==> src/rtl/control_types.sv <==
// Shared control encodings for the load/store path.
// mem_op_t: width/sign of a data memory access; MEM_NONE is the idle encoding.
package control_types;

  typedef enum logic [2:0] {
    MEM_NONE   = 3'd0,
    MEM_BYTE   = 3'd1,
    MEM_HALF   = 3'd2,
    MEM_WORD   = 3'd3,
    MEM_BYTE_U = 3'd4,
    MEM_HALF_U = 3'd5
  } mem_op_t;

endpackage

==> src/rtl/dmem_arb_pkg.sv <==
// Types for the data memory arbiter.
// arb_state_t: ST_IDLE = debug master eligible for a grant,
//              ST_ACK  = debug ack cycle, debug not eligible.
package dmem_arb_pkg;

  typedef enum logic {
    ST_IDLE = 1'b0,
    ST_ACK  = 1'b1
  } arb_state_t;

endpackage

==> src/rtl/arb_wait_counter.sv <==
// Saturating starvation counter for the debug port.
// Ports:
//   clk, resetn : clock, asynchronous active-low reset
//   clr         : clear to zero (wins over inc)
//   inc         : count one lost cycle, saturating at MAX_WAIT
//   at_max      : count has reached MAX_WAIT
module arb_wait_counter #(
  parameter int unsigned MAX_WAIT = 8
) (
  input  logic clk,
  input  logic resetn,
  input  logic clr,
  input  logic inc,
  output logic at_max
);

  localparam int unsigned CNT_W = $clog2(MAX_WAIT + 1);

  logic [CNT_W-1:0] count_q, count_d;

  assign at_max = (count_q == CNT_W'(MAX_WAIT));

  always_comb begin
    count_d = count_q;
    if (clr) begin
      count_d = '0;
    end else if (inc && !at_max) begin
      count_d = count_q + CNT_W'(1);
    end
  end

  always_ff @(posedge clk or negedge resetn) begin
    if (!resetn) begin
      count_q <= '0;
    end else begin
      count_q <= count_d;
    end
  end

endmodule

==> src/rtl/dmem_arbiter.sv <==
// Two-port arbiter in front of the single-ported data memory.
// Port 0 is the CPU MEM stage (priority), port 1 a debug/loader master. A starvation
// counter bounds debug latency; dbg_halt gives the debug master exclusive use.
// Ports:
//   clk, resetn                  : clock, asynchronous active-low reset
//   cpu_req/wr_en/mem_op/addr/wdata : CPU access request
//   cpu_rdata                    : CPU load data (combinational from memory)
//   cpu_stall                    : CPU requested but not granted; MEM stage holds
//   dbg_req/wr_en/mem_op/addr/wdata : debug access, held until dbg_ack
//   dbg_halt                     : CPU never granted while high
//   dbg_rdata, dbg_ack           : registered debug read data and one-cycle ack
//   mem_*                        : muxed access towards data_memory
module dmem_arbiter
  import control_types::*;
  import dmem_arb_pkg::*;
#(
  parameter int unsigned ADDR_W   = 32,
  parameter int unsigned DATA_W   = 32,
  parameter int unsigned MAX_WAIT = 8
) (
  input  logic              clk,
  input  logic              resetn,
  input  logic              cpu_req,
  input  logic              cpu_wr_en,
  input  mem_op_t           cpu_mem_op,
  input  logic [ADDR_W-1:0] cpu_addr,
  input  logic [DATA_W-1:0] cpu_wdata,
  output logic [DATA_W-1:0] cpu_rdata,
  output logic              cpu_stall,
  input  logic              dbg_req,
  input  logic              dbg_wr_en,
  input  mem_op_t           dbg_mem_op,
  input  logic [ADDR_W-1:0] dbg_addr,
  input  logic [DATA_W-1:0] dbg_wdata,
  input  logic              dbg_halt,
  output logic [DATA_W-1:0] dbg_rdata,
  output logic              dbg_ack,
  output logic              mem_wr_en,
  output mem_op_t           mem_op,
  output logic [ADDR_W-1:0] mem_addr,
  output logic [DATA_W-1:0] mem_data_in,
  input  logic [DATA_W-1:0] mem_data_out
);

  arb_state_t        state_q, state_d;
  logic [DATA_W-1:0] dbg_rdata_q, dbg_rdata_d;
  logic              gnt_dbg, gnt_cpu;
  logic              wait_at_max;
  logic              wait_clr, wait_inc;

  // Grant decision and memory mux
  always_comb begin
    gnt_dbg = (state_q == ST_IDLE) && dbg_req && (dbg_halt || !cpu_req || wait_at_max);
    gnt_cpu = cpu_req && !dbg_halt && !gnt_dbg;

    mem_wr_en   = 1'b0;
    mem_op      = MEM_NONE;
    mem_addr    = '0;
    mem_data_in = '0;
    if (gnt_dbg) begin
      mem_wr_en   = dbg_wr_en;
      mem_op      = dbg_mem_op;
      mem_addr    = dbg_addr;
      mem_data_in = dbg_wdata;
    end else if (gnt_cpu) begin
      mem_wr_en   = cpu_wr_en;
      mem_op      = cpu_mem_op;
      mem_addr    = cpu_addr;
      mem_data_in = cpu_wdata;
    end
  end

  // A store either goes out whole in a granted cycle or the CPU is stalled.
  assign cpu_stall = cpu_req && !gnt_cpu;
  assign cpu_rdata = mem_data_out;

  // Next state and debug read capture
  always_comb begin
    state_d     = state_q;
    dbg_rdata_d = dbg_rdata_q;
    unique case (state_q)
      ST_IDLE: if (gnt_dbg) state_d = ST_ACK;
      ST_ACK:  state_d = ST_IDLE;
    endcase
    if (gnt_dbg && !dbg_wr_en) begin
      dbg_rdata_d = mem_data_out;
    end
  end

  always_ff @(posedge clk or negedge resetn) begin
    if (!resetn) begin
      state_q     <= ST_IDLE;
      dbg_rdata_q <= '0;
    end else begin
      state_q     <= state_d;
      dbg_rdata_q <= dbg_rdata_d;
    end
  end

  // The ack is exactly the ACK state, so an asynchronous reset drops it at once.
  assign dbg_ack   = (state_q == ST_ACK);
  assign dbg_rdata = dbg_rdata_q;

  // Lost cycles are counted only while the debug master is eligible; an abandoned
  // request or a grant restarts the count.
  assign wait_clr = !dbg_req || gnt_dbg;
  assign wait_inc = (state_q == ST_IDLE) && dbg_req && !gnt_dbg;

  arb_wait_counter #(
    .MAX_WAIT (MAX_WAIT)
  ) u_wait_counter (
    .clk    (clk),
    .resetn (resetn),
    .clr    (wait_clr),
    .inc    (wait_inc),
    .at_max (wait_at_max)
  );

endmodule

==> config.mk <==
export PLATFORM = sky130hd
export DESIGN_NAME = dmem_arbiter
export DESIGN_NICKNAME = d
export VERILOG_FILES = /design/src/rtl/control_types.sv /design/src/rtl/dmem_arb_pkg.sv /design/src/rtl/arb_wait_counter.sv /design/src/rtl/dmem_arbiter.sv
export SDC_FILE = /design/constraint.sdc
export NUM_CORES = 1
export LEC_CHECK = 0
export CORE_AREA = 5 5 115 117
export DETAILED_ROUTE_END_ITERATION = 10
export DIE_AREA = 0 0 120 122
export GPL_ROUTABILITY_DRIVEN = 1
export PLACE_DENSITY = 0.7
export RECOVER_POWER = 50
export SLEW_MARGIN = 20
export SYNTH_ARGS = -nofsm -noshare
export SYNTH_HDL_FRONTEND = slang
export SYNTH_SLANG_ARGS = --single-unit
==> constraint.sdc <==
create_clock -name clk -period 2.4 [get_ports clk]
set_clock_uncertainty 0.2 [all_clocks]
set_input_delay 0.24 -clock clk [delete_from_list [all_inputs] [get_ports clk]]
set_output_delay 0.24 -clock clk [all_outputs]
set_load 0.03 [all_outputs]
# ---- Word-level counts from Yosys, hierarchy flattened
# Cells that the tools add are included.
dict set report word_totals {
  register_bits 37
  word_cells 37
}
dict set report op_classes {
  n_eq_ne 1
  muxes 12
  bitwise 1
  add_sub_neg 1
  reduce_logical 19
}
# operator n
set op_table {}
lappend op_table {{$mux 32} 4}
lappend op_table {{$logic_and 1x1->1} 8}
lappend op_table {{$mux 4} 2}
lappend op_table {{$logic_not 1->1} 7}
lappend op_table {{$mux 3} 2}
lappend op_table {{$add 4x1->4 const B} 1}
lappend op_table {{$eq 4x4->1 const B} 1}
lappend op_table {{$logic_or 1x1->1} 3}
lappend op_table {{$mux 1} 3}
lappend op_table {{$pmux 1 s2} 1}
lappend op_table {{$reduce_bool 2->1} 1}
lappend op_table {{$not 1->1} 1}

# ---- Logic depth before layout (Yosys ltp)
dict set report logic_depth {
  ltp_word 9
  depth_mapped 8
  mapped_depth_nobuf 5
}

# ---- By module
# A second synthesis with hierarchy kept.
dict set report hier_totals {
  hier_cells 218
  area_unflattened_um2 2467.4
}
# mod n_inst cells_each area_each_um2
set by_module_without_submodules {}
lappend by_module_without_submodules {dmem_arbiter 1 194 2234.6}
lappend by_module_without_submodules {arb_wait_counter 1 24 232.7}

# ---- Worst setup path before layout
# Ideal clock, no wire load.
dict set report synth_timing {
  path_type {register to output}
  startpoint {register u_wait_counter.count_q[0]}
  endpoint {output mem_data_in[21]}
  arrival_ns 1.843
  required_ns 1.960
  path_buffers 3
  stages_incl_launch_ff 9
  setup_slack_ns 0.117
  path_cell_list {dfrtp_1 inv_1 ha_1 nand3b_4 a21o_1 buf_2 buf_6 buf_6 o22ai_1}
}
dict set report synth_between {
  elab_chain_len 7
}
# item line_no
set synth_rtl {}
lappend synth_rtl {{start, declared} arb_wait_counter.sv:19} ;# logic [CNT_W-1:0] count_q, count_d;
lappend synth_rtl {{start signal, assigned} arb_wait_counter.sv:36} ;# count_q <= count_d;
lappend synth_rtl {{$eq 4x4->1 (*)} arb_wait_counter.sv:21} ;# assign at_max = (count_q == CNT_W'(MAX_WAIT));
lappend synth_rtl {{$logic_or 1x1->1 (*)} dmem_arbiter.sv:53} ;# gnt_dbg = (state_q == ST_IDLE) && dbg_req && (dbg_halt || !cpu_req || wait_at_max);
lappend synth_rtl {{$logic_and 1x1->1 (*)} dmem_arbiter.sv:53}
lappend synth_rtl {{$logic_not 1->1} dmem_arbiter.sv:54} ;# gnt_cpu = cpu_req && !dbg_halt && !gnt_dbg;
lappend synth_rtl {{$logic_and 1x1->1} dmem_arbiter.sv:54}
lappend synth_rtl {{$mux 32} dmem_arbiter.sv:65} ;# end else if (gnt_cpu) begin
lappend synth_rtl {{$mux 32 (*)} dmem_arbiter.sv:60} ;# if (gnt_dbg) begin
lappend synth_rtl {{end, declared} dmem_arbiter.sv:41} ;# output logic [DATA_W-1:0] mem_data_in,
# Every way passes the cells marked *; elsewhere a longest branch is shown, timed or not.

# ---- Final worst setup path
dict set report layout_timing {
  startpoint {register u_wait_counter.count_q[1]}
  endpoint {output mem_data_in[11]}
}
# The elaborated chain is that of the path after synthesis.

==> flow_metrics.py <==
metrics = {
    "routing": {
        "ant_nets": 0,
        "wl_per_cell_um": 17.4,
        "initialDrtViolationCount": 237,
        "first_pass_iters": 4,
        "wirelength_um": 13500,
        "drc": 0,
        "viasPerCell": 4.69,
        "num_vias": 3636,
    },
    "global_route": {
        "track_usage_pct": 16.0,
        "gr-total-overflow": 0,
        "grt_start_max_net_pins": 73,
        "grt_pass1_wl_um": 19000,
        "antenna_found_initial": 0,
        "grt_pass1_vias": 3757,
    },
    "timing": {
        "tightest_slew_ns": 0.922,
        "fmax_mhz": 425,
        "setup_viol": 0,
        "period_needed_ns": 2.35,
        "finalCritPeriodShare_pct": 97.9,
        "max_slew_margin_pct": 38.5,
        "drv_slew": 0,
        "finalHoldViolations": 0,
        "worst_slack_ns": 0.0495,
    },
    "die": {
        "rows": 41,
        "dieHeight_um": 122,
        "initial_core_util_pct": 23.3,
        "pin_count": 307,
        "die_w_um": 120,
        "core_area_sq_um": 12300,
        "dieArea_sq_um": 14600,
    },
    "worst_setup_path": {
        "startpoint_type": "register",
        "r2r_setup_slack_ns": 0.25,
        "slowest_delay_ns": 0.39,
        "cp_max_fo": 25,
        "critPathBufInv": 3,
        "cp-end-kind": "output pin",
        "path_depth": 7,
        "crit_slowest_cell": "dfrtp_1",
        "cp_data_arrival_time_ns": 1.91,
        "cp_top_family": "buffers and inverters",
        "reg2reg_depth": 7,
        "worstPathRequired_ns": 1.96,
        "r2r_start": "u_wait_counter.count_q[1]",
        "regToRegEndpoint": "dbg_rdata[11]",
        "crit_chain": "inv_1 > ha_2 > nand3b_4 > a21o_4 > clkbuf_16 > o22ai_1 > buf_4",
        "worst-setup-path-type": "reg -> out",
    },
    "place": {
        "dp.cells": 762,
        "portBuffers": 306,
        "gp_congestion": 0.858,
        "dp_hpwl_um": 10600,
        "dp_slack_ns": 0.0746,
    },
    "pwr": {
        "swShare_pct": 37.5,
        "power.share.clock_pct": 20.0,
        "p_leak_nw": 2.50,
        "powerDensity_nw_per_um2": 521,
        "ir_worst_vdd_v": 0.000239,
        "switchingPower_w": 0.00120,
        "p_int_w": 0.00199,
        "power_frac_comb_pct": 54.7,
        "seqPwrFrac_pct": 25.3,
        "power.total_w": 0.00319,
    },
    "synth": {
        "synth_area_leader_cell": "dfrtp_1",
        "synthTopCellsByCount": "139 x nand2_1, 68 x o22ai_1, 37 x dfrtp_1, 32 x buf_4, 25 x mux2_2",
        "synthesis.instances": 366,
        "ys_types": 27,
        "syn_area_per_cell_sq_um": 7.81,
        "ys_top_cells_by_area": "dfrtp_1 32%, nand2_1 18%, o22ai_1 15%, mux2_2 9.8%, buf_4 8.4%",
        "synth_edf_count": 0,
        "ys.flop_type": "dfrtp_1",
        "yosysSeqAreaShare_pct": 32.4,
        "yosys_warnings": 0,
        "syn-cell-area_sq_um": 2860,
        "ys_ff_latch": 37,
        "synth-async-reset-ratio_pct": 100,
        "yosysMostFrequentCell": "nand2_1",
        "synth.top_cell.area_share_pct": 32.4,
        "syn-num-nets": 541,
    },
    "final_layout": {
        "finalNonFillerCells": 776,
        "drive_above_1_share_pct": 23.2,
        "nets": 801,
        "antennaDiodeCount": 0,
        "synthToLayoutAreaGrowth_pct": 114,
    },
    "outcome": {
        "status": "finished, final reports clean",
    },
    "min_path": {
        "min_path_type": "reg -> reg",
        "hold_path_end": "dbg_rdata[3]",
        "hold_path.startpoint": "dbg_rdata[3]",
        "hold_depth": 1,
    },
    "cts": {
        "cts_root_buf": "clkbuf_16",
        "clkTransAtPathRegs_ns": 0.05,
        "numCtsBuffers": 5,
        "clkLatencyLatePin_ns": 0.27,
        "clockBufferDepth": 2,
        "cts_sinks": 37,
        "tritoncts": "done",
        "h-tree-depth": 2,
    },
    "run": {
        "maxCapViolCount": 0,
    },
}
[metrics by stage]
stage / setup TNS, ns / utilization, % / instance area (sq um) / hold WS [ns]
2_1_floorplan: 0 / - / 2860 / -0.256
3_3_place_gp: 0 / 46.8 / 5730 / 0.177
3_5_place_dp: 0 / 46.8 / 5730 / 0.184
4_1_cts: -0.253 / 48.3 / 5920 / 0.293
5_1_grt: -0.0318 / 49.9 / 6120 / 0.319
6_report: 0 / 49.9 / 6120 / 0.284
[flip-flops by register name (all words and copies together), names as in the netlist]
name and cells:
dbg_ack 1, dbg_rdata 32, u_wait_counter.count_q 4
[kinds of logic (layout without fill, tap and decap cells)]
group / count (synthesis) / count (layout) / share of synthesized area, %
simple gates: 149 / 149 / 21.3
compound gates: 76 / 76 / 17.5
buf+inv: 69 / 329 / 15.0
flops: 37 / 37 / 32.4
mux: 32 / 32 / 12.6
fa+ha+maj: 2 / 2 / 0.875
xor+xnor: 1 / 1 / 0.306
[timing repair]
item                       4_1_cts  5_1_grt
hold endpoints to repair        37        0
setup buffers                    1        4
gates resized for setup          4       24
setup endpoints to repair       20       69
pin swaps                        0        1
hold buffers                     1        0
cloned                           0        1
[area by class of cell]
type / count / area, sq um
Clock buffer: 6 / 139
Tap cell: 150 / 188
Inverter: 2 / 7.51
Multi-Input combinational cell: 260 / 1680
Clock inverter: 1 / 7.51
Fill cell: 1158 / 6140
Timing Repair Buffer: 320 / 3170
Sequential cell: 37 / 926
[worst max-delay path by stage]
stage,start,to,slack [ns]
final,u_wait_counter.count_q[1],mem_data_in[11],0.05
after global routing,u_wait_counter.count_q[1],mem_data_in[13],-0.02
after CTS,u_wait_counter.count_q[1],mem_addr[27],-0.04
after detailed placement,cpu_req,mem_data_in[6],0.07
after global placement,cpu_req,mem_data_in[6],0.11
after floorplan,u_wait_counter.count_q[0],mem_data_in[21],0.12
[worst reg2reg max path: cells and delay by family, from the launching register on]
kind            cells  cell delay [ns]
simple gates        1             0.12
fa+ha+maj           1             0.19
compound gates      1             0.27
flops               1             0.39
mux                 1             0.39
buf+inv             3             0.47
[layout by cell type, fill, tap and decap left out, types with 3 or more instances in the layout]
cell type        synthesis  layout
nand2_1                139     139
clkbuf_16                0       6
buf_4                   32      65
mux2_1                   7       7
o22ai_1                 68      45
a21boi_0                 3       3
dfrtp_1                 37      37
clkdlybuf4s50_1          0     234
mux2_2                  25      25
o22ai_2                  0      22
buf_12                   0      13
[power by group through the flow]
stage | clock network [W] | registers, W | logic (W)
floorplan | 0 | 0.00106 | 0.000624
global placement | 0 | 0.000812 | 0.00169
detailed placement | 0 | 0.000819 | 0.00170
CTS | 0.000658 | 0.000807 | 0.00172
global route | 0.000694 | 0.000823 | 0.00183
finish | 0.000637 | 0.000806 | 0.00175
[routing by layer]
metal / share of wire, % / up-vias / global-route usage [%]
li1: - / 1747 / -
met2: 56 / 187 / 30.6
met1: 34 / 1680 / 16.5
met5: 0 / - / 0
met4: 2.2 / 0 / 5.23
met3: 8.4 / 22 / 4.83
(Power assumes the default switching activity.)
